$ cat src/rtl/tm1640_pkg.sv
// TM1640 frame controller shared definitions: command opcodes, hex font, FSM states.
// Latency: n/a (constants only).
// Backpressure: n/a.
package tm1640_pkg;

    // TM1640 command opcodes (low bits are OR'ed in by the controller).
    localparam logic [7:0] TM_CMD_DATA = 8'h40;  // write data, auto-increment, normal mode
    localparam logic [7:0] TM_CMD_ADDR = 8'hC0;  // address set, grid address in [3:0]
    localparam logic [7:0] TM_CMD_CTRL = 8'h80;  // display control, on bit 3, brightness [2:0]

    // 7-segment font, gfedcba; entry n is the glyph for hex digit n.
    localparam logic [15:0][7:0] TM_FONT = {
        8'h71, 8'h79, 8'h5E, 8'h39, 8'h7C, 8'h77, 8'h6F, 8'h7F,
        8'h07, 8'h7D, 8'h6D, 8'h66, 8'h4F, 8'h5B, 8'h06, 8'h3F
    };

    // Encodings kept as plain constants so older code can still compare raw state bits.
    localparam logic [1:0] ST_IDLE      = 2'd0;
    localparam logic [1:0] ST_LOAD      = 2'd1;
    localparam logic [1:0] ST_ACK       = 2'd2;
    localparam logic [1:0] ST_DONE_WAIT = 2'd3;

    typedef enum logic [1:0] {
        IDLE      = ST_IDLE,
        LOAD      = ST_LOAD,
        ACK       = ST_ACK,
        DONE_WAIT = ST_DONE_WAIT
    } tm_state_e;

endpackage

$ cat src/rtl/seg7_hex_decode.sv
// Hex nibble to TM1640 segment byte, with decimal point and blanking.
// Latency: combinational.
// Backpressure: none.
// Ports: nibble (hex digit), dp (light seg bit 7), blank (force 0x00), seg (segment byte).
module seg7_hex_decode
    import tm1640_pkg::*;
(
    input  logic [3:0] nibble,
    input  logic       dp,
    input  logic       blank,
    output logic [7:0] seg
);

    always_comb begin
        seg = TM_FONT[nibble] | {dp, 7'b0};
        // Blanking wins over everything, including the decimal point.
        if (blank) begin
            seg = 8'h00;
        end
    end

endmodule

$ cat src/rtl/tm1640_frame_ctrl.sv
// Sequences one full TM1640 frame (cmd1, cmd2, N digit bytes, cmd3) into the byte serializer.
// Latency: frame_busy/tm_latch with byte 0x40 one cycle after the start trigger.
// Backpressure: handshake on tm_busy; each byte held until busy seen high then low again.
// Ports: clk/rst (sync, active-high); digits/dp_mask/blank_mask/brightness/disp_on snapshot
//        inputs; update request; frame_busy status; tm_latch/tm_byte/tm_end to serializer,
//        tm_busy from serializer.
module tm1640_frame_ctrl
    import tm1640_pkg::*;
#(
    parameter int NUM_DIGITS     = 9,
    parameter int ADDR_BASE      = 0,
    parameter int REFRESH_CYCLES = 0
) (
    input  logic                    clk,
    input  logic                    rst,
    input  logic [4*NUM_DIGITS-1:0] digits,
    input  logic [NUM_DIGITS-1:0]   dp_mask,
    input  logic [NUM_DIGITS-1:0]   blank_mask,
    input  logic [2:0]              brightness,
    input  logic                    disp_on,
    input  logic                    update,
    output logic                    frame_busy,
    output logic                    tm_latch,
    output logic [7:0]              tm_byte,
    output logic                    tm_end,
    input  logic                    tm_busy
);

    localparam logic [4:0] LAST_IDX     = 5'(NUM_DIGITS + 2);  // Command3
    localparam logic [4:0] LAST_DIG_IDX = 5'(NUM_DIGITS + 1);  // final digit byte
    localparam int         RW           = (REFRESH_CYCLES > 1) ? $clog2(REFRESH_CYCLES) : 1;
    localparam logic [RW-1:0] REFRESH_LAST = RW'((REFRESH_CYCLES > 0) ? REFRESH_CYCLES - 1 : 0);
    localparam logic [7:0] ADDR_CMD     = TM_CMD_ADDR | 8'(ADDR_BASE);

    tm_state_e state;
    logic [4:0] idx;
    logic       pending;
    logic       start_flag;
    logic [RW-1:0] refresh_cnt;

    // Frame snapshot; inputs may change freely once a frame has started.
    logic [4*NUM_DIGITS-1:0] digits_q;
    logic [NUM_DIGITS-1:0]   dp_q;
    logic [NUM_DIGITS-1:0]   blank_q;
    logic [2:0]              bright_q;
    logic                    on_q;

    logic       refresh_hit;
    logic       frame_start;
    logic [4:0] next_idx;
    logic [3:0] dig_nib;
    logic       dig_dp;
    logic       dig_blank;
    logic [7:0] seg_byte;
    logic [7:0] next_byte;
    logic       next_end;

    assign refresh_hit = (REFRESH_CYCLES > 0) && (refresh_cnt == REFRESH_LAST);
    assign frame_start = (state == IDLE) && (update || pending || start_flag || refresh_hit);
    assign next_idx    = idx + 5'd1;

    // Latch is offered in LOAD only while the serializer is free, then held through ACK
    // until the serializer shows it has taken the byte.
    assign tm_latch = (state == ACK) || ((state == LOAD) && !tm_busy);

    // Single decoder shared by all digits, steered by the byte about to be loaded.
    always_comb begin
        dig_nib   = 4'h0;
        dig_dp    = 1'b0;
        dig_blank = 1'b0;
        for (int i = 0; i < NUM_DIGITS; i++) begin
            if (next_idx == 5'(i + 2)) begin
                dig_nib   = digits_q[4*i +: 4];
                dig_dp    = dp_q[i];
                dig_blank = blank_q[i];
            end
        end
    end

    seg7_hex_decode u_dec (
        .nibble (dig_nib),
        .dp     (dig_dp),
        .blank  (dig_blank),
        .seg    (seg_byte)
    );

    // Byte 0 is loaded directly at frame start, so only indices 1..LAST appear here.
    always_comb begin
        next_byte = seg_byte;
        next_end  = (next_idx == LAST_DIG_IDX);
        if (next_idx == 5'd1) begin
            next_byte = ADDR_CMD;
            next_end  = 1'b0;
        end else if (next_idx == LAST_IDX) begin
            next_byte = TM_CMD_CTRL | {4'b0000, on_q, bright_q};
            next_end  = 1'b1;
        end
    end

    always_ff @(posedge clk) begin
        if (rst) begin
            state       <= IDLE;
            idx         <= 5'd0;
            pending     <= 1'b0;
            start_flag  <= 1'b1;
            refresh_cnt <= '0;
            frame_busy  <= 1'b0;
            tm_byte     <= 8'h00;
            tm_end      <= 1'b0;
            digits_q    <= '0;
            dp_q        <= '0;
            blank_q     <= '0;
            bright_q    <= 3'd0;
            on_q        <= 1'b0;
        end else begin
            // Requests during a frame collapse into a single follow-up frame.
            if (update && (state != IDLE)) begin
                pending <= 1'b1;
            end

            if (frame_start) begin
                refresh_cnt <= '0;
            end else if ((state == IDLE) && (REFRESH_CYCLES > 0)) begin
                refresh_cnt <= refresh_cnt + 1'b1;
            end

            case (state)
                IDLE: begin
                    if (frame_start) begin
                        digits_q   <= digits;
                        dp_q       <= dp_mask;
                        blank_q    <= blank_mask;
                        bright_q   <= brightness;
                        on_q       <= disp_on;
                        idx        <= 5'd0;
                        tm_byte    <= TM_CMD_DATA;
                        tm_end     <= 1'b1;
                        frame_busy <= 1'b1;
                        pending    <= 1'b0;
                        start_flag <= 1'b0;
                        state      <= LOAD;
                    end
                end
                LOAD: begin
                    if (!tm_busy) begin
                        state <= ACK;
                    end
                end
                ACK: begin
                    if (tm_busy) begin
                        state <= DONE_WAIT;
                    end
                end
                DONE_WAIT: begin
                    if (!tm_busy) begin
                        if (idx == LAST_IDX) begin
                            frame_busy <= 1'b0;
                            state      <= IDLE;
                        end else begin
                            idx     <= next_idx;
                            tm_byte <= next_byte;
                            tm_end  <= next_end;
                            state   <= LOAD;
                        end
                    end
                end
                default: state <= IDLE;
            endcase
        end
    end

endmodule

$ cat config.mk
export PLATFORM = sky130hd
export DESIGN_NAME = tm1640_frame_ctrl
export DESIGN_NICKNAME = d
export VERILOG_FILES = /design/src/rtl/tm1640_pkg.sv /design/src/rtl/seg7_hex_decode.sv /design/src/rtl/tm1640_frame_ctrl.sv
export SDC_FILE = /design/constraint.sdc
export NUM_CORES = 1
export LEC_CHECK = 0
export ABC_AREA = 1
export BUFFER_PORTS_ARGS = -buffer_cell sky130_fd_sc_hd__buf_2
export CAP_MARGIN = 25
export CORE_MARGIN = 5
export CORE_UTILIZATION = 29
export DETAILED_ROUTE_END_ITERATION = 6
export GPL_ROUTABILITY_DRIVEN = 0
export SLEW_MARGIN = 40
export SYNTH_ARGS = -nofsm -noshare
export SYNTH_HDL_FRONTEND = slang
export SYNTH_HIERARCHICAL = 1
export SYNTH_SLANG_ARGS = --single-unit
export TNS_END_PERCENT = 5
$ cat constraint.sdc
create_clock -name clk -period 3.5 [get_ports clk]
set_input_delay 0.35 -clock clk [delete_from_list [all_inputs] [get_ports clk]]
set_output_delay 0.35 -clock clk [all_outputs]
set_load 0.02 [all_outputs]
# == Word level (Yosys, flattened, before mapping) ==
# Memory sizes are Yosys's and may differ from the RTL's.
# Cells that the tools add are included.
# totals
latch_bits,0
register_bits,77
inputBits,62
memories,1
romBits,128
mem_bits_rw,0
# op_classes
n_shift,0
n_reduce_logical,14
div,0
mul,0
addsub,1
n_mux,57
eq_ne,21
n_bitwise,1
magnitude_cmp,1
# mem_list
memory,depth,width,read_ports,rd_clocked_by_memory_dff,wr,line_no,source
(no name shown),16,8,1,0,0,seg7_hex_decode.sv:15,"seg = TM_FONT[nibble] | {dp, 7'b0};"
# ops
cell,n
2-to-1 mux 8 bit,7
2-to-1 mux 4 bit,9
2-to-1 mux 1 bit,29
== test 5 x 4 -> 1 bit (second input constant),5
== test 5 x 3 -> 1 bit (second input constant),4
case mux 8 bit (2 select lines),1
2-to-1 mux 5 bit,3
inequality test 2 bit (second input constant),6
AND reduction 4 bit,3
== test 5 x 2 -> 1 bit (second input constant),2
case mux 5 bit (2 select lines),1
2-to-1 mux 2 bit,4
OR 8 bit,1
case mux 2 bit (4 select lines),1
adder 5 x 1 -> 5 bit (second input constant),1
== test 5 x 1 -> 1 bit (second input constant),1
less-than comparator 4 x 5 -> 1 bit (second input constant),1
== test 2 bit (second input constant),2
case mux 1 bit (2 select lines),2
nonzero test 2 bit,2
logical AND 1 bit,3
logical OR 1 bit,3
== test 2 x 1 -> 1 bit (second input constant),1
logical NOT 2 bit,1
2 further kinds,2

# == Logic depth before layout (Yosys ltp) ==
# Gate-level depths: netlist of run 1.
# logic_depth
word_depth,20
ltp_mapped,21

# == Modules after synthesis ==
# The synthesis of run 1 kept the hierarchy.
# modules_own_cells
module,cells_each,area_per_inst_um2,instances,seq_area_each_um2
tm1640_frame_ctrl,521,3572.2,1,1541.5
seg7_hex_decode,47,294.0,1,0.0

# == Worst setup path before layout of run 1 ==
# Ideal clock, no wire load.
# synth_path
path_kind,reg2reg
from,register idx[0]
to,register tm_byte[3]
path_buffers,1
setup_ps,132
t_required_ps,3368
path_slack_ps,751
arrival_ps,2617
stages_incl_launch_ff,22
path_cell_list,dfxtp_1 -> ha_1 -> inv_1 -> nand2_1 -> nand2_1 -> nor2_4 -> inv_2 -> nor2_2 -> buf_4 -> a21oi_1 -> nand2_1 -> nand3_1 -> nand3_1 -> nand2_1 -> nand2_1 -> inv_1 -> ha_1 -> nand3b_1 -> nand3_1 -> nor2_1 -> o211ai_1 -> a21oi_1
# synth_via
elab_chain_len,20
word_cells_on_any_way,42
# synth_rtl
element,line_no,source
from (decl),tm1640_frame_ctrl.sv:36,logic [4:0] idx;
from (signal assigned),tm1640_frame_ctrl.sv:160,idx <= next_idx;
adder 5 x 1 -> 5 bit *,tm1640_frame_ctrl.sv:60,assign next_idx = idx + 5'd1;
== test 5 x 2 -> 1 bit,tm1640_frame_ctrl.sv:72,if (next_idx == 5'(i + 2)) begin
2-to-1 mux 4 bit (8 in a row),tm1640_frame_ctrl.sv:72,
2-to-1 mux 4 bit *,tm1640_frame_ctrl.sv:72,
net dig_nib[0],tm1640_frame_ctrl.sv:51,logic [3:0] dig_nib;
memory (16 x 8 bit) *,--,
2-to-1 mux 8 bit (implied by the code) *,seg7_hex_decode.sv:15,
OR 8 bit *,seg7_hex_decode.sv:15,
2-to-1 mux 8 bit *,seg7_hex_decode.sv:17,if (blank) begin
net seg_byte[3],tm1640_frame_ctrl.sv:54,logic [7:0] seg_byte;
2-to-1 mux 8 bit *,tm1640_frame_ctrl.sv:94,end else if (next_idx == LAST_IDX) begin
2-to-1 mux 8 bit *,tm1640_frame_ctrl.sv:91,if (next_idx == 5'd1) begin
2-to-1 mux 8 bit *,tm1640_frame_ctrl.sv:156,if (idx == LAST_IDX) begin
2-to-1 mux 8 bit *,tm1640_frame_ctrl.sv:155,if (!tm_busy) begin
case mux 8 bit (2 select lines) *,tm1640_frame_ctrl.sv:127,case (state)
to (signal assigned),tm1640_frame_ctrl.sv:161,tm_byte <= next_byte;
to (decl),tm1640_frame_ctrl.sv:24,"output logic [7:0] tm_byte,"
# Mark *: on every way through the listed nets, which the timed path passes. The rest lies on a longest branch. The select of a mux whose other input is x is not followed.
# A chain may end at the register's enable or synchronous reset.

# == Worst setup path after layout of run 1 ==
# Same ends and word-level chain as after synthesis.

==> run_results.csv, run 1 <==
group,metric,value,unit
die,ios,73,
route,routedWlPerCell,12.3,µm
global_route,grt_max_degree,71,
synthesis,synth_edf_count,0,
global_route,grt_use_total,13.2,%
synthesis,synthFlopType,"dfxtp_1",
die,chipHeight,125,µm
synthesis,synthDistinctLibCells,34,
clock_network,htree_levels,3,
setup_path,path_max_fanout,10,
clock_network,clockBufferDepth,2,
power_and_ir_drop,p_comb_share,29.7,%
global_route,grt.overflow.total,0,
global_route,grt_antenna_before_repair,0,
synthesis,synthTopCellsByCount,"nor2_1, nand2_1, dfxtp_1",
sta,finalHoldViolCount,0,
route,routed-via-count,3687,
power_and_ir_drop,ir_worst_vdd,0.000363,V
route,drtPass1Iterations,4,
synthesis,post-synth-top-count-cell,"nor2_1",
synthesis,synthArstFlopShare,0,%
sta,fin_crit,3030,ps
die,dieArea,15700,µm²
sta,setup_tns,0,ps
sta,slew_violations,0,
route,vias_per_cell,4.51,
placement,io_buffers,72,
layout,diodes,0,
power_and_ir_drop,clock_power_share,28.4,%
power_and_ir_drop,p_sw,0.00117,W
layout,finalNonFillerCells,818,
setup_path,crit_buf_inv,1,
setup_path,cp.arrival,3240,ps
synthesis,ys_ff_latch,77,
die,die_w,125,µm
layout,num-nets-final,714,
route,drt_wl_total,10100,µm
layout,fillCellCount,1449,
synthesis,synthesis.nets,645,
clock_network,cts_hold_buf,0,
clock_network,path_clk_slew,60,ps
setup_path,setup.worst_path.end_class,"flop",
placement,dp_hpwl,7510,µm
setup_path,crit_family,"simple AND/OR/NAND/NOR gates",
power_and_ir_drop,intPower,0.00207,W
setup_path,worstPathRequired,3710,ps
power_and_ir_drop,switching_share,36.0,%
synthesis,syn_avg_cell_area,6.81,µm²
synthesis,syn_inst,568,
status,status,"finished, final reports clean",
route,dr.first_iter.drc_count,184,
die,start_util,29.4,%
sta,max_slew.worst_pin.slew,562,ps
layout,layout-drive-gt1-share,18.4,%
layout,multi_input_area,2020,µm²
clock_network,clock_sinks,77,
setup_path,start_kind,"flop",
setup_path,cp_cell_sequence,"ha_1 > nand3_1 > nand2_1 > nand3_2 > nor2_2 > nand2_1 > nand3_1 > nand2_1 > nand2_1 > nand3_1 > nand3_1 > nand2_1 > nand2_1 > inv_1 > ha_1 > nand3b_1 > nand3_1 > nor2_1 > o211ai_1 > a21oi_1",
global_route,grt_pass1_vias,3591,
sta,rsz0062_at_grt,"false",
global_route,met2_usage,20.2,%
sta,setup_viol,0,
synthesis,yosysWarnings,6,
sta,finClkSkew,4.62,ps
sta,max_slew_margin,62.6,%
clock_network,cts_resized,0,
route,ant_nets,0,
power_and_ir_drop,p_leak,2.15,nW
setup_path,critical_path_class,"reg -> reg",
synthesis,yosysSeqAreaShare,39.9,%
route,drc,0,
flow_run,cap_violations,0,
setup_path,cpMostUsedCell,"nand2_1",
layout,seq_area,1540,µm²
power_and_ir_drop,seq_power_share,41.8,%
global_route,grt_pass1_wl,17100,µm
hold_path,hold_path.class,"in -> reg",
global_route,grt_util_met1,17.7,%
clock_network,clock_latency,340,ps
die,core,13100,µm²
layout,syn_to_final_growth,21.8,%
synthesis,synth.top_cell.area_share,39.9,%
clock_network,cts_buffers,9,
clock_network,clockRootBuffer,"clkbuf_16",
sta,min_period_over_period,86.5,%
global_route,use_met3,3.75,%
sta,fmax,0.330,GHz
synthesis,synth_top_cells_by_area,"dfxtp_1, nor2_1, nand2_1",
clock_network,cts_tree,"yes",
die,num_rows,42,
power_and_ir_drop,p_per_area,687,nW/µm²
synthesis,syn_area,3870,µm²
clock_network,cts_setup_buffers,0,
synthesis,yosys.area.top_type,"dfxtp_1",
setup_path,crit_slowest_cell,"dfxtp_2",
placement,dp.cells,802,
global_route,globalRoute.busiestLayer,"met2",
setup_path,critPathMaxStageDelay,390,ps
cell usage in the layout (no fill, tap or decap), types with 6 or more instances in the layout:
cell	instances
clkbuf_16	9
a21oi_1	45
dfxtp_1	75
nor2_1	130
nand2_1	88
nand3_1	32
ha_1	15
buf_4	10
o21ai_1	6
o21ai_0	62
buf_2	72
inv_1	46
nor2_2	6
state kept, by name (all words and copies together), names as in the netlist:
register    flops
digits_q       36
blank_q         9
dp_q            9
tm_byte         8
idx             5
bright_q        3
state           2
frame_busy      1
on_q            1
pending         1
start_flag      1
tm_end          1
metrics by stage:
stage	total power (W)	util [%]	worst slack, ps	hold slack (ps)	area (µm²)
after floorplan	0.00205	-	751	419	3870
after global placement	0.00234	33.6	437	450	4410
after detailed placement	0.00235	33.6	372	454	4410
after CTS	0.00328	35.8	375	258	4710
after global routing	0.00351	35.9	76.2	282	4710
final	0.00324	35.9	472	268	4710
cells by family (layout without fill, tap and decap cells):
| logic type | Yosys count | count (layout) | share of synthesized area, % |
|---|---|---|---|
| flip-flops | 77 | 77 | 39.9 |
| AND/OR/NAND/NOR | 274 | 274 | 29.7 |
| adder cells (fa/ha/maj) | 15 | 15 | 4.85 |
| multiplexers | 1 | 1 | 0.259 |
| AO/OA/AOI/OAI | 127 | 127 | 17.4 |
| buffers and inverters | 74 | 148 | 7.96 |
worst min-delay path: stages:
cell and delay, ps:
buf_2 70, o21ai_0 80, nor2_1 80
per-layer routing:
layer | vias to the layer above | wire, µm
met3 | 15 | 471
met2 | 78 | 4390
met4 | 0 | 174
met1 | 1622 | 5050
met5 | - | 0
li1 | 1972 | -
power by group through the flow:
stage	Combinational, W	Sequential (W)	Clock, W
2_1_floorplan	0.000723	0.00133	0
3_3_place_gp	0.000965	0.00137	0
3_5_place_dp	0.000977	0.00137	0
4_1_cts	0.000983	0.00136	0.000945
5_1_grt	0.00114	0.00139	0.000982
6_report	0.000963	0.00135	0.000921
layout make-up:
cell class / instances / share of cell area [%]
sequential: 77 / 32.8
multi-input combinational: 417 / 42.9
timing repair buffer: 82 / 9.24
tap: 176 / 4.67
clock buffer: 12 / 5.23
inverter: 50 / 4.14
clock inverter: 4 / 1.01
final timing paths:
| path | start | end | slack (ps) | depth (start not counted) |
|---|---|---|---|---|
| max | idx[0] | tm_byte[3] | 470 | 20 |
| min | digits[29] | digits_q[29] | 270 | 3 |
| max reg2reg | idx[0] | tm_byte[3] | 470 | 20 |
| min reg2reg | bright_q[1] | bright_q[1] | 460 | 2 |
Note: power is estimated with default switching activity, not from simulation.
==> inputs of run 2 (changes only) <==
- CAP_MARGIN: 25 -> 20
- CORE_MARGIN: 5 -> unset
- RECOVER_POWER: unset -> 100
==> run 2 against run 1 <==
Design area fell by 0.72%. Register-to-register slack got worse by 70 ps. Flip-flop and latch count did not move. Maximum frequency fell by 2.2%. Critical path depth rose by 1. Combinational power fell by 2%.
==> run_results.csv, run 2 (same netlist as run 1, synthesis figures left out) <==
group,metric,value,unit
status,status,"finished, final reports clean",
clock_network,clock_sinks,77,
setup_path,setup.worst_path.end_class,"flop",
sta,max_slew.worst_pin.slew,1090,ps
layout,regMostFlops,"digits_q",
sta,min_period_over_period,88.4,%
layout,multi_input_area,2020,µm²
sta,max_slew_margin,27.5,%
layout,largest_register_ffs,36,
layout,layout_commonest_cell,"nor2_1",
route,drtPass1Iterations,4,
sta,slew_violations,0,
layout,finalNonFillerCells,812,
sta,rsz0062_at_grt,"false",
setup_path,reg2reg_depth,21,
layout,syn_to_final_growth,21.0,%
clock_network,cts_hold_buf,0,
global_route,grt_antenna_before_repair,0,
placement,io_buffers,72,
flow_run,cap_violations,0,
global_route,grt_pass1_vias,3625,
placement,dp_hpwl,7460,µm
sta,setup_viol,0,
layout,seq_area,1540,µm²
global_route,grt_pass1_wl,16800,µm
placement,placed_cell_area,4390,µm²
layout,final_cell_mix,"nor2_1, nand2_1, dfxtp_1, o21ai_0, buf_2",
layout,diodes,0,
route,drt_wl_total,10000,µm
clock_network,clockRootBuffer,"clkbuf_16",
hold_path,hold_end,"digits_q[1]",
route,drc,0,
route,vias_per_cell,4.64,
global_route,grt.overflow.total,0,
route,dr.first_iter.drc_count,159,
die,ios,73,
clock_network,path_clk_slew,60,ps
die,num_rows,41,
die,start_util,30.1,%
layout,fillCellCount,1429,
die,core,12800,µm²
die,chipHeight,117,µm
route,routed-via-count,3766,
layout,layout-drive-gt1-share,15.9,%
setup_path,rr_startpoint,"idx[0]",
placement,pre_cts_ws,352,ps
route,ant_nets,0,
sta,layout_setup_ws,405,ps
sta,fmax,0.323,GHz
die,dieArea,13800,µm²
setup_path,rr_endpoint,"tm_byte[3]",
die,die_w,117,µm
power_and_ir_drop,ir_worst_vdd,0.000393,V
route,routedWlPerCell,12.3,µm
clock_network,cts_tree,"yes",
clock_network,cts_resized,0,
clock_network,htree_levels,3,
layout,fin_area,4680,µm²
setup_path,start_kind,"flop",
power_and_ir_drop,p_per_area,695,nW/µm²
global_route,grt_max_degree,71,
layout,num-nets-final,712,
sta,fin_crit,3100,ps
setup_path,critical_path_class,"reg -> reg",
sta,finClkSkew,5.22,ps
power_and_ir_drop,p_leak,2.09,nW
hold_path,hold_path.class,"in -> reg",
clock_network,clockBufferDepth,2,
clock_network,cts_buffers,9,
sta,setup_tns,0,ps
layout,top_regs,"digits_q (36), blank_q (9), dp_q (9)",
sta,finalHoldViolCount,0,
placement,dp.cells,796,
global_route,grt_use_total,15.2,%
clock_network,cts_setup_buffers,0,
clock_network,clock_latency,340,ps
hold_path,hold_start,"digits[1]",
setup_path,reg2reg_slack,400,ps
setup_path,worstPathRequired,3690,ps
setup_path,path_max_fanout,8,
setup_path,cp.arrival,3290,ps
hold_path,holdPathStages,3,
[run 2: cell count changes in the layout (fill, tap and decap cells not counted), moves of 2 or more]
cell      change
buf_4         -5
clkbuf_1     +12
nor2_1        +2
buf_2        -12
nor2_2        -2
[run 2: power by group]
part / leakage [nW] / switching, W / internal, W
Clock: 0.148 / 0.000365 / 0.000590
Combinational: 1.30 / 0.000644 / 0.000303
Sequential: 0.639 / 0.000169 / 0.00118
[run 2: worst max-delay path, stage by stage (launching register included)]
cell      delay, ps
dfxtp_2         400
ha_2            240
nand3_1          90
nand2_1         150
nand2_1         130
nor2_2          190
nand2_1         180
nor2_1          130
nor2_1           50
nand2_1          70
nand2_1          50
nand3_1          60
nand3_1          70
nand2_1          60
nand2_1         120
inv_1           160
ha_1            260
nand3b_1        170
nand3_1          90
nor2_1           50
o211ai_1        160
a21oi_1          80
[run 2: area by class of cell]
type,count,share of cell area (%)
repair buffers,80,8.45
flip-flops and latches,77,33.0
well taps,172,4.60
clock inverters,5,1.26
clock buffers,11,5.40
multi-input cells,417,43.1
inverters,50,4.17
[run 2: how the worst max path moves through the flow]
| stage | start | end | slack (ps) |
|---|---|---|---|
| 3_5_place_dp | idx[0] | tm_byte[3] | 350 |
| 5_1_grt | idx[0] | tm_byte[3] | 50 |
| 6_report | idx[0] | tm_byte[3] | 400 |
| 3_3_place_gp | idx[0] | tm_byte[3] | 500 |
| 2_1_floorplan | idx[0] | tm_byte[3] | 750 |
| 4_1_cts | idx[0] | tm_byte[3] | 320 |
[run 2: metrics by stage]
stage / power, W / utilization, % / hold slack [ps]
2_1_floorplan: 0.00205 / - / 419
3_3_place_gp: 0.00232 / 34.2 / 447
3_5_place_dp: 0.00235 / 34.2 / 449
4_1_cts: 0.00331 / 36.7 / 252
5_1_grt: 0.00351 / 36.5 / 271
6_report: 0.00325 / 36.5 / 259
[run 2: per-layer routing]
layer / GRT usage [%] / part of all wire (%) / vias to the layer above
met5: 0 / 0 / -
met4: 6.17 / 1.5 / 0
met3: 3.97 / 4.2 / 12
met2: 24.4 / 45 / 93
met1: 19.2 / 49 / 1683
li1: - / - / 1978
==> inputs of run 3 (changes only) <==
- REMOVE_ABC_BUFFERS: unset -> 1
- SYNTH_HIERARCHICAL: 1 -> unset
- clock period: 3.5 -> 2.87 ns (I/O delays scaled with it)
==> run 3 against run 2 <==
Clock power is 31% higher. Maximum frequency increased by 17%. Sequential power is 23% higher. Critical endpoint unchanged. Largest cell class unchanged. Highest routed layer unchanged.
==> run_results.csv, run 3 <==
group,metric,value,unit
status,status,"finished, final reports clean",
global_route,grt_max_degree,66,
layout,num-nets-final,728,
power_and_ir_drop,ir_worst_vdd,0.000320,V
clock_network,htree_levels,3,
layout,syn_to_final_growth,30.7,%
layout,layout_commonest_cell,"nor2_1",
route,dr.first_iter.drc_count,170,
power_and_ir_drop,intPower,0.00272,W
setup_path,start_kind,"flop",
power_and_ir_drop,clock_power_share,28.8,%
placement,dp_hpwl,7520,µm
sta,min_period_over_period,92.0,%
synthesis,yosysWarnings,0,
setup_path,cpMostUsedCell,"nand2_1",
synthesis,synthDistinctLibCells,36,
synthesis,syn_avg_cell_area,6.86,µm²
layout,regMostFlops,"digits_q",
sta,max_slew.worst_pin.slew,994,ps
global_route,grt_use_total,16.0,%
synthesis,post-synth-top-count-cell,"nor2_1",
global_route,grt.overflow.total,0,
setup_path,path_max_fanout,6,
setup_path,cp.arrival,2910,ps
clock_network,clock_sinks,77,
synthesis,synth_top_cells_by_area,"dfxtp_1, nor2_1, nand2_1",
setup_path,reg2reg_depth,19,
clock_network,cts_buffers,9,
route,drtPass1Iterations,5,
die,die_w,117,µm
layout,final_cell_mix,"nor2_1, nand2_1, dfxtp_1, o21ai_0, buf_2",
synthesis,synthSimpleGateAreaFrac,32.2,%
synthesis,synthArstFlopShare,0,%
setup_path,crit_buf_inv,3,
power_and_ir_drop,p_per_area,864,nW/µm²
layout,top_regs,"digits_q (36), blank_q (9), dp_q (9)",
global_route,grt_pass1_vias,3746,
clock_network,clockRootBuffer,"clkbuf_16",
setup_path,rr_startpoint,"idx[1]",
hold_path,holdPathStages,3,
power_and_ir_drop,seq_power_share,38.2,%
layout,diodes,0,
die,core,12800,µm²
route,vias_per_cell,4.66,
die,ios,73,
route,routedWlPerCell,12.6,µm
power_and_ir_drop,power,0.00434,W
sta,finClkSkew,4.44,ps
synthesis,synth_edf_count,0,
layout,layout-drive-gt1-share,22.6,%
clock_network,cts_tree,"yes",
hold_path,hold_end,"digits_q[27]",
flow_run,cap_violations,0,
route,drt_wl_total,10400,µm
power_and_ir_drop,p_leak,2.26,nW
route,routed-via-count,3854,
die,num_rows,41,
synthesis,muxShareOfSynthArea,0,%
setup_path,setup.worst_path.end_class,"flop",
clock_network,clockBufferDepth,2,
die,start_util,30.1,%
setup_path,cp_cell_sequence,"buf_4 > nand4_2 > nand2_2 > nand2_1 > nor2_4 > inv_1 > nor2_1 > nor2_1 > nand2_1 > nand2_2 > buf_4 > ha_1 > nand3_1 > nand2_1 > nand2_1 > nand3_1 > nand2_1 > nand2_1 > a21oi_1",
setup_path,reg2reg_slack,230,ps
hold_path,hold_path.class,"in -> reg",
setup_path,crit_family,"simple AND/OR/NAND/NOR gates",
synthesis,syn_area,3840,µm²
sta,max_slew_margin,33.8,%
layout,finalNonFillerCells,827,
synthesis,synth_top_family_by_area,"simple AND/OR/NAND/NOR gates",
global_route,grt_antenna_before_repair,0,
sta,slew_violations,0,
synthesis,synth-xor-area-share,0.456,%
die,chipHeight,117,µm
synthesis,synth_fa_ha_area_share,4.89,%
synthesis,synthFlopType,"dfxtp_1",
setup_path,crit_slowest_cell,"dfxtp_2",
route,drc,0,
hold_path,hold_start,"digits[27]",
power_and_ir_drop,switching_share,37.2,%
setup_path,critPathMaxStageDelay,350,ps
layout,fin_area,5020,µm²
synthesis,yosys.area.top_type,"dfxtp_1",
synthesis,synth.top_cell.area_share,40.1,%
sta,fin_crit,2640,ps
synthesis,synth-compound-area-share,16.1,%
placement,placed_cell_area,4480,µm²
sta,setup_viol,0,
clock_network,path_clk_slew,60,ps
placement,io_buffers,72,
power_and_ir_drop,p_comb_share,33.0,%
placement,pre_cts_ws,20.2,ps
synthesis,synthTopCellsByCount,"nor2_1, nand2_1, dfxtp_1",
setup_path,worstPathRequired,3140,ps
clock_network,cts_hold_buf,0,
synthesis,syn_inst,560,
synthesis,yosysSeqAreaShare,40.1,%
placement,dp.cells,800,
sta,layout_setup_ws,230,ps
layout,largest_register_ffs,36,
setup_path,critical_path_class,"reg -> reg",
synthesis,ys_ff_latch,77,
die,dieArea,13700,µm²
layout,post-route-util,39.3,%
route,ant_nets,0,
clock_network,clock_latency,340,ps
sta,finalHoldViolCount,0,
setup_path,rr_endpoint,"tm_byte[3]",
global_route,grt_pass1_wl,17000,µm
power_and_ir_drop,p_sw,0.00161,W
sta,fmax,0.379,GHz
## run 3: changes by cell type after synthesis, sizes merged, moves of 2 or more
cell | previous run | this run
nor2 | 138 | 142
buf | 5 | 2
o21ai | 68 | 64
nand3 | 34 | 37
nand4 | 5 | 3
a21oi | 47 | 38
nor3 | 4 | 2
nand2 | 91 | 103
inv | 49 | 38
a32oi | 0 | 2
## run 3: worst max-delay path by stage
stage,start,to,slack [ps],cells past startpoint
3_3_place_gp,idx[0],tm_byte[3],140,23
6_report,idx[1],tm_byte[3],230,19
4_1_cts,idx[0],tm_byte[3],20,24
5_1_grt,idx[1],tm_byte[3],-60,19
2_1_floorplan,state[0],blank_q[0],-170,6
3_5_place_dp,idx[0],tm_byte[3],20,24
## run 3: cell type report
class	count	area, µm²
Fill cell	1333	7750
Multi-Input combinational cell	422	2200
Sequential cell	77	1550
Timing Repair Buffer	102	578
Clock buffer	12	256
Tap cell	172	215
Inverter	39	151
Clock inverter	3	68.8
## run 3: cells by family (layout without fill, tap and decap cells)
family	after synthesis	after routing
AOI/OAI and AO/OA	115	115
DFF	77	77
xor gates and xnor gates	2	2
adders and majority gates	15	15
buffers and inverters	61	156
and+or+nand+nor	290	290
## run 3: layer usage
| layer | GRT usage, % | routed length (µm) | vias to the layer above |
|---|---|---|---|
| li1 | - | - | 2001 |
| met1 | 19.8 | 4760 | 1756 |
| met2 | 27.2 | 5070 | 82 |
| met3 | 2.83 | 381 | 15 |
| met4 | 7.43 | 207 | 0 |
| met5 | 0 | 0 | - |
## run 3: tightest hold or removal path: stages
cell and delay [ps]:
buf_2 70, o21ai_0 70, nor2_1 70
## run 3: what timing repair did
| action | CTS | global route |
|---|---|---|
| gates resized for setup | 1 | 33 |
| endpoints found under the setup margin | 1 | 7 |
| setup buffers | 0 | 12 |
| cloned | 0 | 0 |
| pin swaps | 0 | 13 |
## run 3: stage by stage
step | hold slack (ps) | TNS (ps)
CTS | 189 | 0
detailed placement | 457 | 0
global route | 208 | -89.1
floorplan | 349 | -8590
global placement | 453 | 0
finish | 189 | 0
## run 3: power by group through the flow
stage               combinational (W)  clock [W]  sequential (W)
floorplan                    0.000978          0         0.00163
global placement              0.00140          0         0.00167
detailed placement            0.00146          0         0.00168
CTS                           0.00146    0.00126         0.00166
global route                  0.00167    0.00131         0.00170
finish                        0.00143    0.00125         0.00166
